--- config.mk ---
export PLATFORM = sky130hd
export DESIGN_NAME = subgraph_feature_scatter
export DESIGN_NICKNAME = d
export VERILOG_FILES = /design/src/rtl/subgraph_feature_scatter_pkg.sv /design/src/rtl/feat_quantizer.sv /design/src/rtl/subgraph_feature_scatter.sv
export SDC_FILE = /design/constraint.sdc
export NUM_CORES = 1
export LEC_CHECK = 0
export CAP_MARGIN = 5
export CELL_PAD_IN_SITES_DETAIL_PLACEMENT = 0
export CELL_PAD_IN_SITES_GLOBAL_PLACEMENT = 1
export CORE_MARGIN = 1
export CORE_UTILIZATION = 47
export CTS_CLUSTER_DIAMETER = 50
export CTS_CLUSTER_SIZE = 24
export DETAILED_ROUTE_END_ITERATION = 10
export PLACE_DENSITY_LB_ADDON = 0.1
export SETUP_SLACK_MARGIN = 0.4
export SYNTH_ARGS = -nofsm -noshare
export SYNTH_HDL_FRONTEND = slang
export SYNTH_SLANG_ARGS = --single-unit
--- constraint.sdc ---
create_clock -name clk -period 3.75 [get_ports clk]
set_clock_uncertainty 0.2 [all_clocks]
set_input_delay 0.375 -clock clk [delete_from_list [all_inputs] [get_ports clk]]
set_output_delay 0.375 -clock clk [all_outputs]
set_load 0.02 [all_outputs]
--- src/rtl/subgraph_feature_scatter_pkg.sv ---
// Shared types and helpers for the subgraph feature scatter engine:
// FSM state encoding, index-entry layout and quantiser saturation bounds.
package subgraph_feature_scatter_pkg;

  typedef enum logic [2:0] {
    IDLE      = 3'd0,
    LOAD_FEAT = 3'd1,
    FETCH_IDX = 3'd2,
    WRITE     = 3'd3,
    DONE      = 3'd4
  } state_e;

  // The idx field is wide enough for any node count; unused upper bits are zero.
  localparam int ENTRY_IDX_W = 32;

  typedef struct packed {
    logic                   sog;
    logic [ENTRY_IDX_W-1:0] idx;
    logic                   eog;
  } entry_t;

  function automatic int width_of(input int depth);
    if (depth > 1) begin
      return $clog2(depth);
    end else begin
      return 1;
    end
  endfunction

  function automatic longint q_max(input int w);
    return (64'sd1 <<< (w - 1)) - 64'sd1;
  endfunction

  function automatic longint q_min(input int w);
    return -(64'sd1 <<< (w - 1));
  endfunction

endpackage

--- src/rtl/feat_quantizer.sv ---
// Combinational quantiser: arithmetic right shift followed by saturation
// into the signed range of the narrow H data word.
module feat_quantizer
  import subgraph_feature_scatter_pkg::*;
#(
  parameter int IN_W  = 32,
  parameter int OUT_W = 8,
  parameter int SHIFT = 18
) (
  input  logic signed [IN_W-1:0]  feat_word,
  output logic signed [OUT_W-1:0] q_word
);

  localparam logic signed [IN_W-1:0] MAX_C = IN_W'(q_max(OUT_W));
  localparam logic signed [IN_W-1:0] MIN_C = IN_W'(q_min(OUT_W));

  logic signed [IN_W-1:0] shifted_s;

  // Shift then clamp to the representable output range
  always_comb begin
    shifted_s = feat_word >>> SHIFT;
    if (shifted_s > MAX_C) begin
      q_word = MAX_C[OUT_W-1:0];
    end else if (shifted_s < MIN_C) begin
      q_word = MIN_C[OUT_W-1:0];
    end else begin
      q_word = shifted_s[OUT_W-1:0];
    end
  end

endmodule

--- src/rtl/subgraph_feature_scatter.sv ---
// Scatters each subgraph's quantised feature vector to every node listed
// for it in the subgraph index BRAM, writing into the H data BRAM.
module subgraph_feature_scatter
  import subgraph_feature_scatter_pkg::*;
#(
  parameter int NUM_FEATURE_OUT   = 16,
  parameter int NEW_FEATURE_WIDTH = 32,
  parameter int H_DATA_WIDTH      = 8,
  parameter int QUANT_SHIFT       = 18,
  parameter int NUM_SUBGRAPHS     = 2708,
  parameter int TOTAL_NODES       = 13264,
  parameter int RD_LATENCY        = 1,
  localparam int FEAT_AW = width_of(NUM_SUBGRAPHS * NUM_FEATURE_OUT),
  localparam int IDX_W   = width_of(TOTAL_NODES),
  localparam int H_AW    = width_of(TOTAL_NODES * NUM_FEATURE_OUT)
) (
  input  logic                         clk,
  input  logic                         rst,
  input  logic                         start_i,
  output logic                         busy_o,
  output logic                         done_o,
  output logic                         err_o,
  output logic [FEAT_AW-1:0]           feat_bram_addrb,
  input  logic [NEW_FEATURE_WIDTH-1:0] feat_bram_dout,
  output logic [IDX_W-1:0]             subgraph_bram_addrb,
  input  logic [IDX_W+1:0]             subgraph_bram_dout,
  output logic [H_AW-1:0]              h_data_bram_addra,
  output logic [H_DATA_WIDTH-1:0]      h_data_bram_din,
  output logic                         h_data_bram_ena,
  output logic                         h_data_bram_wea,
  input  logic                         h_data_bram_rdy
);

  localparam int NF        = NUM_FEATURE_OUT;
  localparam int KW        = width_of(NF);
  localparam int SW        = width_of(NUM_SUBGRAPHS);
  localparam int PW        = IDX_W + 1;
  localparam int CW        = width_of(NF + RD_LATENCY + 1);
  localparam int LOAD_LAST = NF + RD_LATENCY - 1;

  state_e state_r, state_nx_s;

  logic [CW-1:0]                       cyc_r;
  logic [SW-1:0]                       s_r;
  logic [PW-1:0]                       p_r;
  logic [KW-1:0]                       k_r;
  logic [RD_LATENCY-1:0]               vld_r;
  logic signed [NEW_FEATURE_WIDTH-1:0] feat_buf_r [NF];
  logic                                eog_r;
  logic                                first_entry_r;
  logic                                busy_r;
  logic                                done_r;
  logic                                err_r;
  logic [FEAT_AW-1:0]                  feat_addr_r;
  logic [H_AW-1:0]                     h_addr_r;
  logic [H_DATA_WIDTH-1:0]             h_din_r;
  logic                                h_en_r;

  entry_t                              entry_s;
  logic                                cap_s;
  logic                                p_wrap_s;
  logic                                subg_last_s;
  logic                                last_wr_s;
  logic                                start_acc_s;
  logic                                issue_s;
  logic                                feat_cap_s;
  logic                                idx_cap_s;
  logic                                wr_acc_s;
  logic                                entry_err_s;
  logic [KW-1:0]                       q_sel_s;
  logic [KW-1:0]                       buf_wr_sel_s;
  logic signed [NEW_FEATURE_WIDTH-1:0] q_in_s;
  logic signed [H_DATA_WIDTH-1:0]      q_out_s;

  assign cap_s        = vld_r[RD_LATENCY-1];
  assign entry_s      = '{sog: subgraph_bram_dout[IDX_W+1],
                          idx: ENTRY_IDX_W'(subgraph_bram_dout[IDX_W:1]),
                          eog: subgraph_bram_dout[0]};
  assign p_wrap_s     = (p_r + PW'(1)) == PW'(TOTAL_NODES);
  assign subg_last_s  = s_r == SW'(NUM_SUBGRAPHS - 1);
  assign last_wr_s    = k_r == KW'(NF - 1);
  assign entry_err_s  = first_entry_r ? !entry_s.sog : entry_s.sog;
  assign buf_wr_sel_s = KW'(cyc_r - CW'(RD_LATENCY));
  assign q_in_s       = feat_buf_r[q_sel_s];

  feat_quantizer #(
    .IN_W  (NEW_FEATURE_WIDTH),
    .OUT_W (H_DATA_WIDTH),
    .SHIFT (QUANT_SHIFT)
  ) u_quant (
    .feat_word (q_in_s),
    .q_word    (q_out_s)
  );

  // State register
  always_ff @(posedge clk) begin
    if (rst) begin
      state_r <= IDLE;
    end else begin
      state_r <= state_nx_s;
    end
  end

  // Next-state logic
  always_comb begin
    state_nx_s = state_r;
    case (state_r)
      IDLE: begin
        if (start_i) state_nx_s = LOAD_FEAT;
        else         state_nx_s = IDLE;
      end
      LOAD_FEAT: begin
        if (cyc_r == CW'(LOAD_LAST)) state_nx_s = FETCH_IDX;
        else                         state_nx_s = LOAD_FEAT;
      end
      FETCH_IDX: begin
        if (cap_s) state_nx_s = WRITE;
        else       state_nx_s = FETCH_IDX;
      end
      WRITE: begin
        if (h_data_bram_rdy && last_wr_s) begin
          if (p_wrap_s)         state_nx_s = DONE;
          else if (!eog_r)      state_nx_s = FETCH_IDX;
          else if (subg_last_s) state_nx_s = DONE;
          else                  state_nx_s = LOAD_FEAT;
        end else begin
          state_nx_s = WRITE;
        end
      end
      DONE:    state_nx_s = IDLE;
      default: state_nx_s = IDLE;
    endcase
  end

  // Per-state control strobes
  always_comb begin
    start_acc_s = 1'b0;
    issue_s     = 1'b0;
    feat_cap_s  = 1'b0;
    idx_cap_s   = 1'b0;
    wr_acc_s    = 1'b0;
    case (state_r)
      IDLE:      start_acc_s = start_i;
      LOAD_FEAT: begin
        issue_s    = cyc_r < CW'(NF);
        feat_cap_s = cap_s;
      end
      FETCH_IDX: begin
        issue_s   = cyc_r == CW'(0);
        idx_cap_s = cap_s;
      end
      WRITE:     wr_acc_s = h_data_bram_rdy;
      default:   start_acc_s = 1'b0;
    endcase
  end

  // Quantiser looks one word ahead so the registered din is ready on advance
  always_comb begin
    if (state_r == WRITE && !last_wr_s) begin
      q_sel_s = k_r + KW'(1);
    end else begin
      q_sel_s = KW'(0);
    end
  end

  // Read-capture valid pipeline matching the BRAM read latency
  always_ff @(posedge clk) begin
    if (rst) begin
      vld_r <= {RD_LATENCY{1'b0}};
    end else begin
      vld_r[0] <= issue_s;
      for (int i = 1; i < RD_LATENCY; i++) begin
        vld_r[i] <= vld_r[i-1];
      end
    end
  end

  // Counters, feature buffer and registered BRAM/status outputs
  always_ff @(posedge clk) begin
    if (rst) begin
      cyc_r         <= CW'(0);
      s_r           <= SW'(0);
      p_r           <= PW'(0);
      k_r           <= KW'(0);
      eog_r         <= 1'b0;
      first_entry_r <= 1'b0;
      busy_r        <= 1'b0;
      done_r        <= 1'b0;
      err_r         <= 1'b0;
      feat_addr_r   <= FEAT_AW'(0);
      h_addr_r      <= H_AW'(0);
      h_din_r       <= H_DATA_WIDTH'(0);
      h_en_r        <= 1'b0;
      for (int i = 0; i < NF; i++) begin
        feat_buf_r[i] <= NEW_FEATURE_WIDTH'(0);
      end
    end else begin
      if (state_nx_s != state_r) begin
        cyc_r <= CW'(0);
      end else if (state_r == LOAD_FEAT || state_r == FETCH_IDX) begin
        cyc_r <= cyc_r + CW'(1);
      end else begin
        cyc_r <= cyc_r;
      end

      if (start_acc_s) begin
        s_r           <= SW'(0);
        p_r           <= PW'(0);
        feat_addr_r   <= FEAT_AW'(0);
        first_entry_r <= 1'b1;
        err_r         <= 1'b0;
        busy_r        <= 1'b1;
      end

      if (issue_s && state_r == LOAD_FEAT && cyc_r < CW'(NF - 1)) begin
        feat_addr_r <= feat_addr_r + FEAT_AW'(1);
      end

      if (feat_cap_s) begin
        feat_buf_r[buf_wr_sel_s] <= feat_bram_dout;
      end

      if (idx_cap_s) begin
        eog_r         <= entry_s.eog;
        first_entry_r <= 1'b0;
        if (entry_err_s) err_r <= 1'b1;
        h_addr_r      <= H_AW'(entry_s.idx * ENTRY_IDX_W'(NF));
        h_din_r       <= q_out_s;
        h_en_r        <= 1'b1;
        k_r           <= KW'(0);
      end

      if (wr_acc_s) begin
        if (last_wr_s) begin
          h_en_r <= 1'b0;
          k_r    <= KW'(0);
          p_r    <= p_r + PW'(1);
          if (!p_wrap_s && eog_r && !subg_last_s) begin
            s_r           <= s_r + SW'(1);
            feat_addr_r   <= FEAT_AW'((32'(s_r) + 32'd1) * NF);
            first_entry_r <= 1'b1;
          end
        end else begin
          k_r      <= k_r + KW'(1);
          h_addr_r <= h_addr_r + H_AW'(1);
          h_din_r  <= q_out_s;
        end
      end

      done_r <= state_nx_s == DONE;
      if (state_r == DONE) busy_r <= 1'b0;
    end
  end

  assign busy_o              = busy_r;
  assign done_o              = done_r;
  assign err_o               = err_r;
  assign feat_bram_addrb     = feat_addr_r;
  assign subgraph_bram_addrb = p_r[IDX_W-1:0];
  assign h_data_bram_addra   = h_addr_r;
  assign h_data_bram_din     = h_din_r;
  assign h_data_bram_ena     = h_en_r;
  assign h_data_bram_wea     = h_en_r;

endmodule
==> results of run 1 <==
[metal layers]
metal	vias up	part of all wire (%)	GRT usage, %
li1	5496	-	-
met4	0	2.4	7.570
met2	320	48	40.66
met3	70	5.1	3.185
met1	5580	45	33.07
met5	-	0	0
[flip-flops by register name, summed over array words and instances, names as in the netlist]
signal,cells
cyc_r,5
feat_bram_addrb,16
done_o,1
h_data_bram_addra,18
state_r,3
feat_buf_r,224
s_r,12
p_r,15
h_data_bram_din,8
h_data_bram_ena,1
cap_s,1
err_o,1
first_entry_r,1
k_r,4
busy_o,1
eog_r,1
[layout by cell type, fill, tap and decap left out, drive strengths merged, types with 44 or more instances in the layout]
| master | Yosys | final |
|---|---|---|
| a21oi | 49 | 49 |
| nand3 | 65 | 65 |
| and2 | 227 | 228 |
| clkbuf | 64 | 44 |
| buf | 58 | 52 |
| nand2 | 190 | 190 |
| edfxtp | 224 | 224 |
| dfxtp | 88 | 88 |
| nor2 | 101 | 101 |
| clkdlybuf4s50 | 0 | 93 |
| o21ai | 48 | 48 |
[synth_stat cells, types with 14 or more instances]
cell      count  share of area, %
buf_4        24               1.1
edfxtp_1    224                43
clkbuf_1     64               1.5
a311oi_1     27               1.5
and3_1       33               1.3
buf_2        19              0.60
a31oi_1      14              0.56
o21ai_0      38               1.2
and2_1      226               9.0
a21oi_1      48               1.5
nand3_1      62               2.0
mux2i_1      34               2.2
or2_2        18              0.72
dfxtp_1      88                11
xnor2_1      17              0.95
nor2_1       96               2.3
nand2_1     187               4.5
nor3_1       25              0.79
[area by class of cell]
type | instances | area [µm²] | area share, %
flip-flops and latches | 312 | 8489 | 46.22
clock inverters | 25 | 277.8 | 1.512
repair buffers | 145 | 1355 | 7.377
inverters | 10 | 37.54 | 0.2043
well taps | 442 | 553.0 | 3.011
clock buffers | 44 | 1037 | 5.647
multi-input cells | 1051 | 6619 | 36.03
[power breakdown]
part	total, µW	switching, µW	internal (µW)
Combinational	279	190	88.2
Sequential	3800	27.4	3770
Clock	3820	1530	2290
[path summary, 6_finish.rpt]
check,to,slack [ns]
worst max register to register,h_data_bram_din[2],0.50
worst max-delay path,h_data_bram_din[2],0.50
worst min register to register,h_data_bram_addra[17],0.29
worst min-delay path,eog_r,0.22
[cell families after synthesis]
logic type	share of synthesized area, %
AO/OA/AOI/OAI	11.59
XOR/XNOR	1.549
adder cells (fa/ha/maj)	0.8739
buffers and inverters	4.536
flip-flops	53.90
multiplexers	2.733
AND/OR/NAND/NOR	24.82
[metrics by stage]
stage / area [µm²] / power, µW / hold WS, ns / cells
2_1_floorplan: 15750 / 4021 / 0.2579 / 1494
3_3_place_gp: 16960 / 4150 / 0.2733 / 1957
3_5_place_dp: 16960 / 4155 / 0.2864 / 1957
4_1_cts: 18300 / 7968 / 0.1919 / 2027
5_1_grt: 18370 / 8140 / 0.2368 / 2029
6_report: 18370 / 7901 / 0.2167 / 2029
[timing repair]
item,4_1_cts,5_1_grt
buffers inserted,0,2
resized for setup,4,8
cloned,1,0
setup endpoints to repair,7,24
pin swaps,1,1
[worst max-delay path, stage by stage (launching register included)]
cell	delay, ns
dfxtp_1	0.31
and3b_2	0.47
buf_4	0.22
nand3_1	0.42
a221oi_1	0.52
a22o_1	0.22
or2_1	0.16
o32ai_4	0.12
buf_12	0.21
o32ai_1	0.27
==> qor.yml, run 1 <==
critical_path_arrival_ns: 3.47
drive_above_1_share_pct: 11.53
utilization_pct: 56.03
p_leak_uw: 0.006700
power.density_nw_per_um2: 430.1
die_x_um: 185.1
antennaDiodeCount: 0
ant_nets: 0
min_path_cells: 3
grt_max_degree: 63
grt_overflow_total: 0
fin_nets: 1621
pre_cts_ws_ns: 0.3769
setup_viol: 0
dp_hpwl_um: 26120
critPathCaptureType: "flop"
wirelength_um: 41120
gp_congestion: 0.8215
hp-start: "rst"
cts_buffers: 38
setup_tns_ns: 0
cp-startpoint: "state_r[2]"
ys_warn_count: 0
drt-initial-drc-count: 958
grt_antenna_before_repair: 2
die_y_um: 185.1
async_flop_share_pct: 0
grt_pass1_wl_um: 63440
postSynthCellCount: 1494
regToRegStartpoint: "state_r[2]"
start_util_pct: 48.04
coreArea_um2: 32780
syn_area_um2: 15750
n_fill_cell: 2877
holdBufCountCts: 0
fin_ws_ns: 0.5020
worst_pin_slew_ns: 1.051
synth-edff-count: 224
h-tree-depth: 2
area_growth_pct: 16.64
cp_max_fo: 12
cap_violations: 0
maxSlewHeadroom_pct: 29.69
cts.path.max_buffers: 3
slew_violations: 0
ys_ff_latch: 312
die-area_um2: 34240
drc_errors: 0
max_clock_freq_mhz: 307.9
grt_pass1_vias: 10880
period_minus_slack_ns: 3.248
cts_sinks: 312
cp-start-kind: "flop"
vias: 11470
core.rowCount: 66
synth_fp_nets: 1557
post_drt_wl_per_cell_um: 20.27
clk_pin_slew_worst_paths_ns: 0.06
viasPerCell: 5.651
port_buffers: 94
ys.flop_type: "edfxtp_1"
ir_drop_v: 0.0003920
rsz0062_at_grt: "no"
root_buffer: "clkbuf_16"
r2r_cells: 9
synthDistinctLibCells: 86
finalCritPeriodShare_pct: 86.61
final_hold_viol_count: 0
avgSynthCellArea_um2: 10.54
status: "finished, final reports clean"
cts_tree: "done"
holdCritPathClass: "primary input to flop"
firstDrtPassIters: 5
ios: 113
clk_latency_ns: 0.53
critical_path_class: "flop to flop"
grt_use_total_pct: 24.43
yosysSeqAreaShare_pct: 53.90
required_ns: 3.97
No activity file was read; power rests on OpenSTA's default activity.
==> inputs of run 2 (changes only) <==
--- a/config.mk
+++ b/config.mk
@@ -9,10 +9,11 @@
 export CELL_PAD_IN_SITES_DETAIL_PLACEMENT = 0
 export CELL_PAD_IN_SITES_GLOBAL_PLACEMENT = 1
 export CORE_MARGIN = 1
-export CORE_UTILIZATION = 47
+export CORE_UTILIZATION = 51
 export CTS_CLUSTER_DIAMETER = 50
 export CTS_CLUSTER_SIZE = 24
 export DETAILED_ROUTE_END_ITERATION = 10
+export GPL_ROUTABILITY_DRIVEN = 0
 export PLACE_DENSITY_LB_ADDON = 0.1
 export SETUP_SLACK_MARGIN = 0.4
 export SYNTH_ARGS = -nofsm -noshare
==> constraint.sdc (replaced) <==
create_clock -name clk -period 4.19 [get_ports clk]
set_clock_uncertainty 0.2 [all_clocks]
set_input_delay 0.419 -clock clk [delete_from_list [all_inputs] [get_ports clk]]
set_output_delay 0.419 -clock clk [all_outputs]
set_load 0.02 [all_outputs]
==> run 2 against run 1 <==
Register-to-register slack gained 0.11 ns. Utilization grew 4.1 points. Critical endpoint is now h_data_bram_din[5]. Clock-buffer cell count grew 1. Maximum frequency shrank 9.2%. Wire length shrank 3.5%. Final cell count shrank 3.2%. First-iteration DRC count shrank 14%.
==> qor.yml, run 2 (synthesized netlist as in run 1, its figures left out) <==
holdCritPathClass: "primary input to flop"
rsz0062_at_grt: "no"
grt_overflow_total: 0
die_x_um: 177.7
critical_path_arrival_ns: 3.80
cts_buffers: 38
cp-start-kind: "flop"
max_clock_freq_mhz: 279.7
r2r_slack_ns: 0.61
p_leak_uw: 0.006587
antennaDiodeCount: 0
setup_tns_ns: 0
port_buffers: 94
worst_pin_slew_ns: 0.8943
cts_tree: "done"
clk_pin_slew_worst_paths_ns: 0.06
grt_use_total_pct: 25.50
cp_max_fo: 25
finalCritPeriodShare_pct: 85.33
grt_max_degree: 61
top_register: "feat_buf_r"
drt-initial-drc-count: 822
cap_violations: 0
n_fill_cell: 2541
start_util_pct: 52.44
cts_sinks: 312
ir_drop_v: 0.0003530
period_minus_slack_ns: 3.575
ios: 113
largest_register_ffs: 224
grt_pass1_wl_um: 61330
grt_antenna_before_repair: 0
firstDrtPassIters: 5
core.rowCount: 63
h-tree-depth: 2
vias: 11460
fin_nets: 1608
wirelength_um: 39680
status: "finished, final reports clean"
grt_pass1_vias: 10840
critPathCaptureType: "flop"
final_common_cell: "and2_1"
critical_path_class: "flop to flop"
root_buffer: "clkbuf_16"
drive_above_1_share_pct: 10.48
slew_violations: 0
power.density_nw_per_um2: 383.8
drc_errors: 0
regToRegStartpoint: "k_r[0]"
finalPower_uw: 6936
ant_nets: 0
die-area_um2: 31590
viasPerCell: 5.832
r2r_cells: 10
cp-startpoint: "k_r[0]"
final_cell_mix: "and2_1, edfxtp_1, nand2_1"
holdBufCountCts: 0
area_growth_pct: 14.75
reg2reg_to: "h_data_bram_din[5]"
required_ns: 4.41
post-cts-setup-buffer-count: 0
post_drt_wl_per_cell_um: 20.20
die_y_um: 177.7
final_hold_viol_count: 0
critPathCapture: "h_data_bram_din[5]"
maxSlewHeadroom_pct: 40.16
clk_latency_ns: 0.53
cts.path.max_buffers: 3
coreArea_um2: 30030
setup_viol: 0
dp_hpwl_um: 25220
## run 2: metrics by stage
| stage | hold slack (ns) | utilization (%) | area, µm² | instances | setup WS (ns) |
|---|---|---|---|---|---|
| finish | 0.2804 | 60.18 | 18070 | 1964 | 0.6147 |
| detailed placement | 0.2796 | 55.95 | 16800 | 1895 | 0.3879 |
| global route | 0.2878 | 60.18 | 18070 | 1964 | 0.4240 |
| global placement | 0.2736 | 55.95 | 16800 | 1895 | 0.4113 |
| floorplan | 0.2579 | - | 15750 | 1494 | 1.404 |
| CTS | 0.2683 | 60.18 | 18070 | 1964 | 0.6197 |
## run 2: how the worst min path moves through the flow
stage	cells past startpoint	endpoint	slack [ns]	startpoint
after floorplan	1	cap_s	0.26	cyc_r[4]
after global placement	2	k_r[1]	0.27	k_r[1]
after detailed placement	2	s_r[1]	0.28	s_r[1]
after CTS	3	h_data_bram_addra[11]	0.27	subgraph_bram_dout[8]
after global routing	3	h_data_bram_addra[11]	0.29	subgraph_bram_dout[8]
final	3	h_data_bram_addra[16]	0.28	subgraph_bram_dout[13]
## run 2: area by class of cell
cell class | count | area, µm² | share of cell area [%]
clock buffer | 45 | 1051 | 5.816
timing repair buffer | 133 | 1229 | 6.799
sequential | 312 | 8488 | 46.97
inverter | 10 | 37.54 | 0.2077
tap | 390 | 488.0 | 2.700
clock inverter | 24 | 216.5 | 1.198
multi-input combinational | 1050 | 6563 | 36.31
## run 2: power breakdown
| group | leakage [µW] | switching [µW] | internal (µW) |
|---|---|---|---|
| combinational | 0.00296 | 168 | 77.2 |
| sequential | 0.00302 | 26.7 | 3380 |
| clock | 0.000607 | 1340 | 1940 |
## run 2: worst max-delay path, stage by stage (launching register included)
cell and delay, ns:
dfxtp_1 0.32, ha_1 0.33, a31o_2 0.36, nor2_4 0.59, buf_4 0.37, buf_4 0.26
nand2_1 0.08, a311oi_1 0.35, a311oi_1 0.08, or4_1 0.40, o32ai_1 0.13
## run 2: routing by layer
| layer | global-route usage (%) | wire length, µm | vias up |
|---|---|---|---|
| met1 | 34.35 | 17650 | 5576 |
| met2 | 42.58 | 18910 | 331 |
| li1 | - | - | 5468 |
| met3 | 2.978 | 1891 | 80 |
| met4 | 8.761 | 1222 | 0 |
| met5 | 0 | 0 | - |
## run 2: repair_timing
action                     4_1_cts  5_1_grt
setup endpoints to repair        7        0
gates resized for setup          1        0
hold endpoints to repair         0        0
==> inputs of run 3 (changes only) <==
--- a/config.mk
+++ b/config.mk
@@ -5,11 +5,12 @@
 export SDC_FILE = /design/constraint.sdc
 export NUM_CORES = 1
 export LEC_CHECK = 0
+export ABC_AREA = 1
 export CAP_MARGIN = 5
 export CELL_PAD_IN_SITES_DETAIL_PLACEMENT = 0
 export CELL_PAD_IN_SITES_GLOBAL_PLACEMENT = 1
 export CORE_MARGIN = 1
-export CORE_UTILIZATION = 51
+export CORE_UTILIZATION = 48
 export CTS_CLUSTER_DIAMETER = 50
 export CTS_CLUSTER_SIZE = 24
 export DETAILED_ROUTE_END_ITERATION = 10
==> run 3 against run 2 <==
Sequential power is essentially flat. Critical path depth fell by 3. Combinational power increased by 4%. Register-to-register slack better by 0.30 ns. Maximum frequency is 9.2% higher. Clock-buffer cell count did not move. Via count grew 8.1%. Hold slack got worse by 0.012 ns. Largest cell class unchanged. Largest power group unchanged.
==> qor.yml, run 3 <==
utilization_pct: 56.79
root_buffer: "clkbuf_16"
port_buffers: 94
die-area_um2: 32580
ir_drop_v: 0.0002967
max_clock_freq_mhz: 305.5
clock_power_share_pct: 46.7
synth_top_family_by_area: "simple AND/OR/NAND/NOR gates"
power.density_nw_per_um2: 389.3
critical_path_arrival_ns: 3.20
grt_max_degree: 74
reg2reg_to: "feat_buf_r[0][26]"
coreArea_um2: 30990
wl_met3_um: 2227
synthXorXnorAreaFrac_pct: 1.145
synth-adder-area-share_pct: 0.8998
postSynthCellCount: 1808
m1WireLength_um: 17230
post-cts-setup-buffer-count: 0
async_flop_share_pct: 0
ys_warn_count: 0
cap_violations: 0
h-tree-depth: 2
dp_hpwl_um: 26600
synth_top_area_share_pct: 43.98
clk_pin_slew_worst_paths_ns: 0.06
grt_use_total_pct: 25.32
drt-initial-drc-count: 839
regToRegStartpoint: "cyc_r[0]"
synth-compound-area-share_pct: 6.683
cp_max_fo: 15
required_ns: 4.12
worst_pin_slew_ns: 0.8382
final_cell_mix: "nand2_1, nor2_1, edfxtp_1"
final_hold_viol_count: 0
switching_power_uw: 1548
wirelength_um: 40880
yosysSeqAreaShare_pct: 55.49
avgSynthCellArea_um2: 8.460
vias: 12380
period_minus_slack_ns: 3.274
fin_nets: 1916
start_util_pct: 49.36
antennaDiodeCount: 0
dr_wl_met2_um: 20080
viasPerCell: 5.437
area_growth_pct: 15.05
setup_viol: 0
cp-start-kind: "flop"
cts-resized-gates: 0
clk_latency_ns: 0.52
critPathCaptureType: "flop"
drive_above_1_share_pct: 6.380
maxSlewHeadroom_pct: 44.12
yosys.area.top_type: "edfxtp_1"
critical_path_class: "flop to flop"
highest_layer: "met4"
ant_nets: 0
holdBufCountCts: 0
cts_buffers: 37
seqPwrFrac_pct: 49.6
ys.flop_type: "edfxtp_1"
yosysMostFrequentCell: "nand2_1"
cts.path.max_buffers: 3
synth-simple-area-share_pct: 28.00
ys_ff_latch: 312
internal_power_uw: 5303
ios: 113
synth-edff-count: 224
grt_overflow_total: 0
r2r_slack_ns: 0.92
top_register: "feat_buf_r"
syn_area_um2: 15300
grt_pass1_wl_um: 64560
finalCritPeriodShare_pct: 78.13
slew_violations: 0
min_path_cells: 2
synthDistinctLibCells: 49
setup_tns_ns: 0
synth_common_cells: "nand2_1, nor2_1, edfxtp_1"
hp-start: "h_data_bram_din[7]"
final_common_cell: "nand2_1"
r2r_cells: 7
muxShareOfSynthArea_pct: 0.1309
p_leak_uw: 0.006948
power_frac_comb_pct: 3.7
cts_tree: "done"
min_to: "h_data_bram_din[7]"
grt_antenna_before_repair: 0
largest_register_ffs: 224
finalPower_uw: 6851
firstDrtPassIters: 5
status: "finished, final reports clean"
die_y_um: 180.5
core.rowCount: 64
post_drt_wl_per_cell_um: 17.95
grt_pass1_vias: 11740
cts_sinks: 312
yosys-top-cells-area: "edfxtp_1, dfxtp_1, nand2_1, nor2_1, nand3_1"
rsz0062_at_grt: "no"
synth_fp_nets: 1871
netSwitchingFraction_pct: 22.60
drc_errors: 0
die_x_um: 180.5
holdCritPathClass: "flop to flop"
n_fill_cell: 2813
-- run 3: cell types whose count changed after synthesis, moves of 13 or more --
| cell | previous run | this run |
|---|---|---|
| nand4_1 | 9 | 29 |
| and2_1 | 226 | 2 |
| o21ai_0 | 38 | 60 |
| nand2_1 | 187 | 373 |
| nand3_1 | 62 | 200 |
| inv_1 | 10 | 161 |
| a311oi_1 | 27 | 7 |
| buf_2 | 19 | 34 |
| and3_1 | 33 | 0 |
| xnor2_1 | 17 | 4 |
| mux2i_1 | 34 | 2 |
| nor2_1 | 96 | 353 |
-- run 3: layer usage --
layer | global-route usage, % | vias up
li1 | - | 6070
met3 | 3.375 | 78
met2 | 44.36 | 373
met1 | 32.18 | 5860
met5 | 0 | -
met4 | 8.650 | 0
-- run 3: worst max-delay path by stage --
stage,startpoint,end,cells after the start
2_1_floorplan,cyc_r[0],feat_buf_r[1][18],8
3_3_place_gp,k_r[0],h_data_bram_din[3],15
3_5_place_dp,cyc_r[0],feat_buf_r[0][20],7
4_1_cts,cyc_r[0],feat_buf_r[0][27],7
5_1_grt,k_r[0],h_data_bram_din[0],15
6_report,cyc_r[0],feat_buf_r[0][26],7
-- run 3: metrics by stage --
step           instance area, µm²  cells  setup WS [ns]  hold slack, ns
3_3_place_gp                16370   2210         0.9971          0.2615
2_1_floorplan               15300   1808          1.751          0.2570
5_1_grt                     17600   2277         0.6414          0.3003
3_5_place_dp                16370   2210         0.9188          0.2623
4_1_cts                     17600   2277         0.9060          0.2722
6_report                    17600   2277         0.9163          0.2684
-- run 3: cell families (layout without fill, tap and decap cells) --
logic type,after synthesis,count (layout)
AO/OA/AOI/OAI,174,174
buffers and inverters,279,352
adder cells (fa/ha/maj),11,11
flip-flops,312,312
AND/OR/NAND/NOR,1010,1010
multiplexers,2,2
XOR/XNOR,20,20
-- run 3: cell type report --
class	count	area, µm²	share of cell area, %
repair buffers	115	1106	6.285
clock inverters	22	183.9	1.045
multi-input cells	1217	5645	32.08
clock buffers	45	1040	5.908
well taps	396	495.5	2.816
inverters	170	639.4	3.633
flip-flops and latches	312	8488	48.23
-- run 3: power groups by stage --
stage	Clock [µW]	Sequential [µW]	Combinational, µW
2_1_floorplan	0	3460	145
3_3_place_gp	0	3460	255
3_5_place_dp	0	3460	257
4_1_cts	3240	3400	259
5_1_grt	3350	3400	282
6_report	3200	3400	257
-- run 3: critical path, stage by stage (launching register included) --
cell     delay (ns)
dfxtp_1        0.40
inv_1          0.14
ha_1           0.25
xnor2_1        0.32
inv_1          0.10
nor2_1         0.26
nand2_1        0.48
nand2_1        0.76
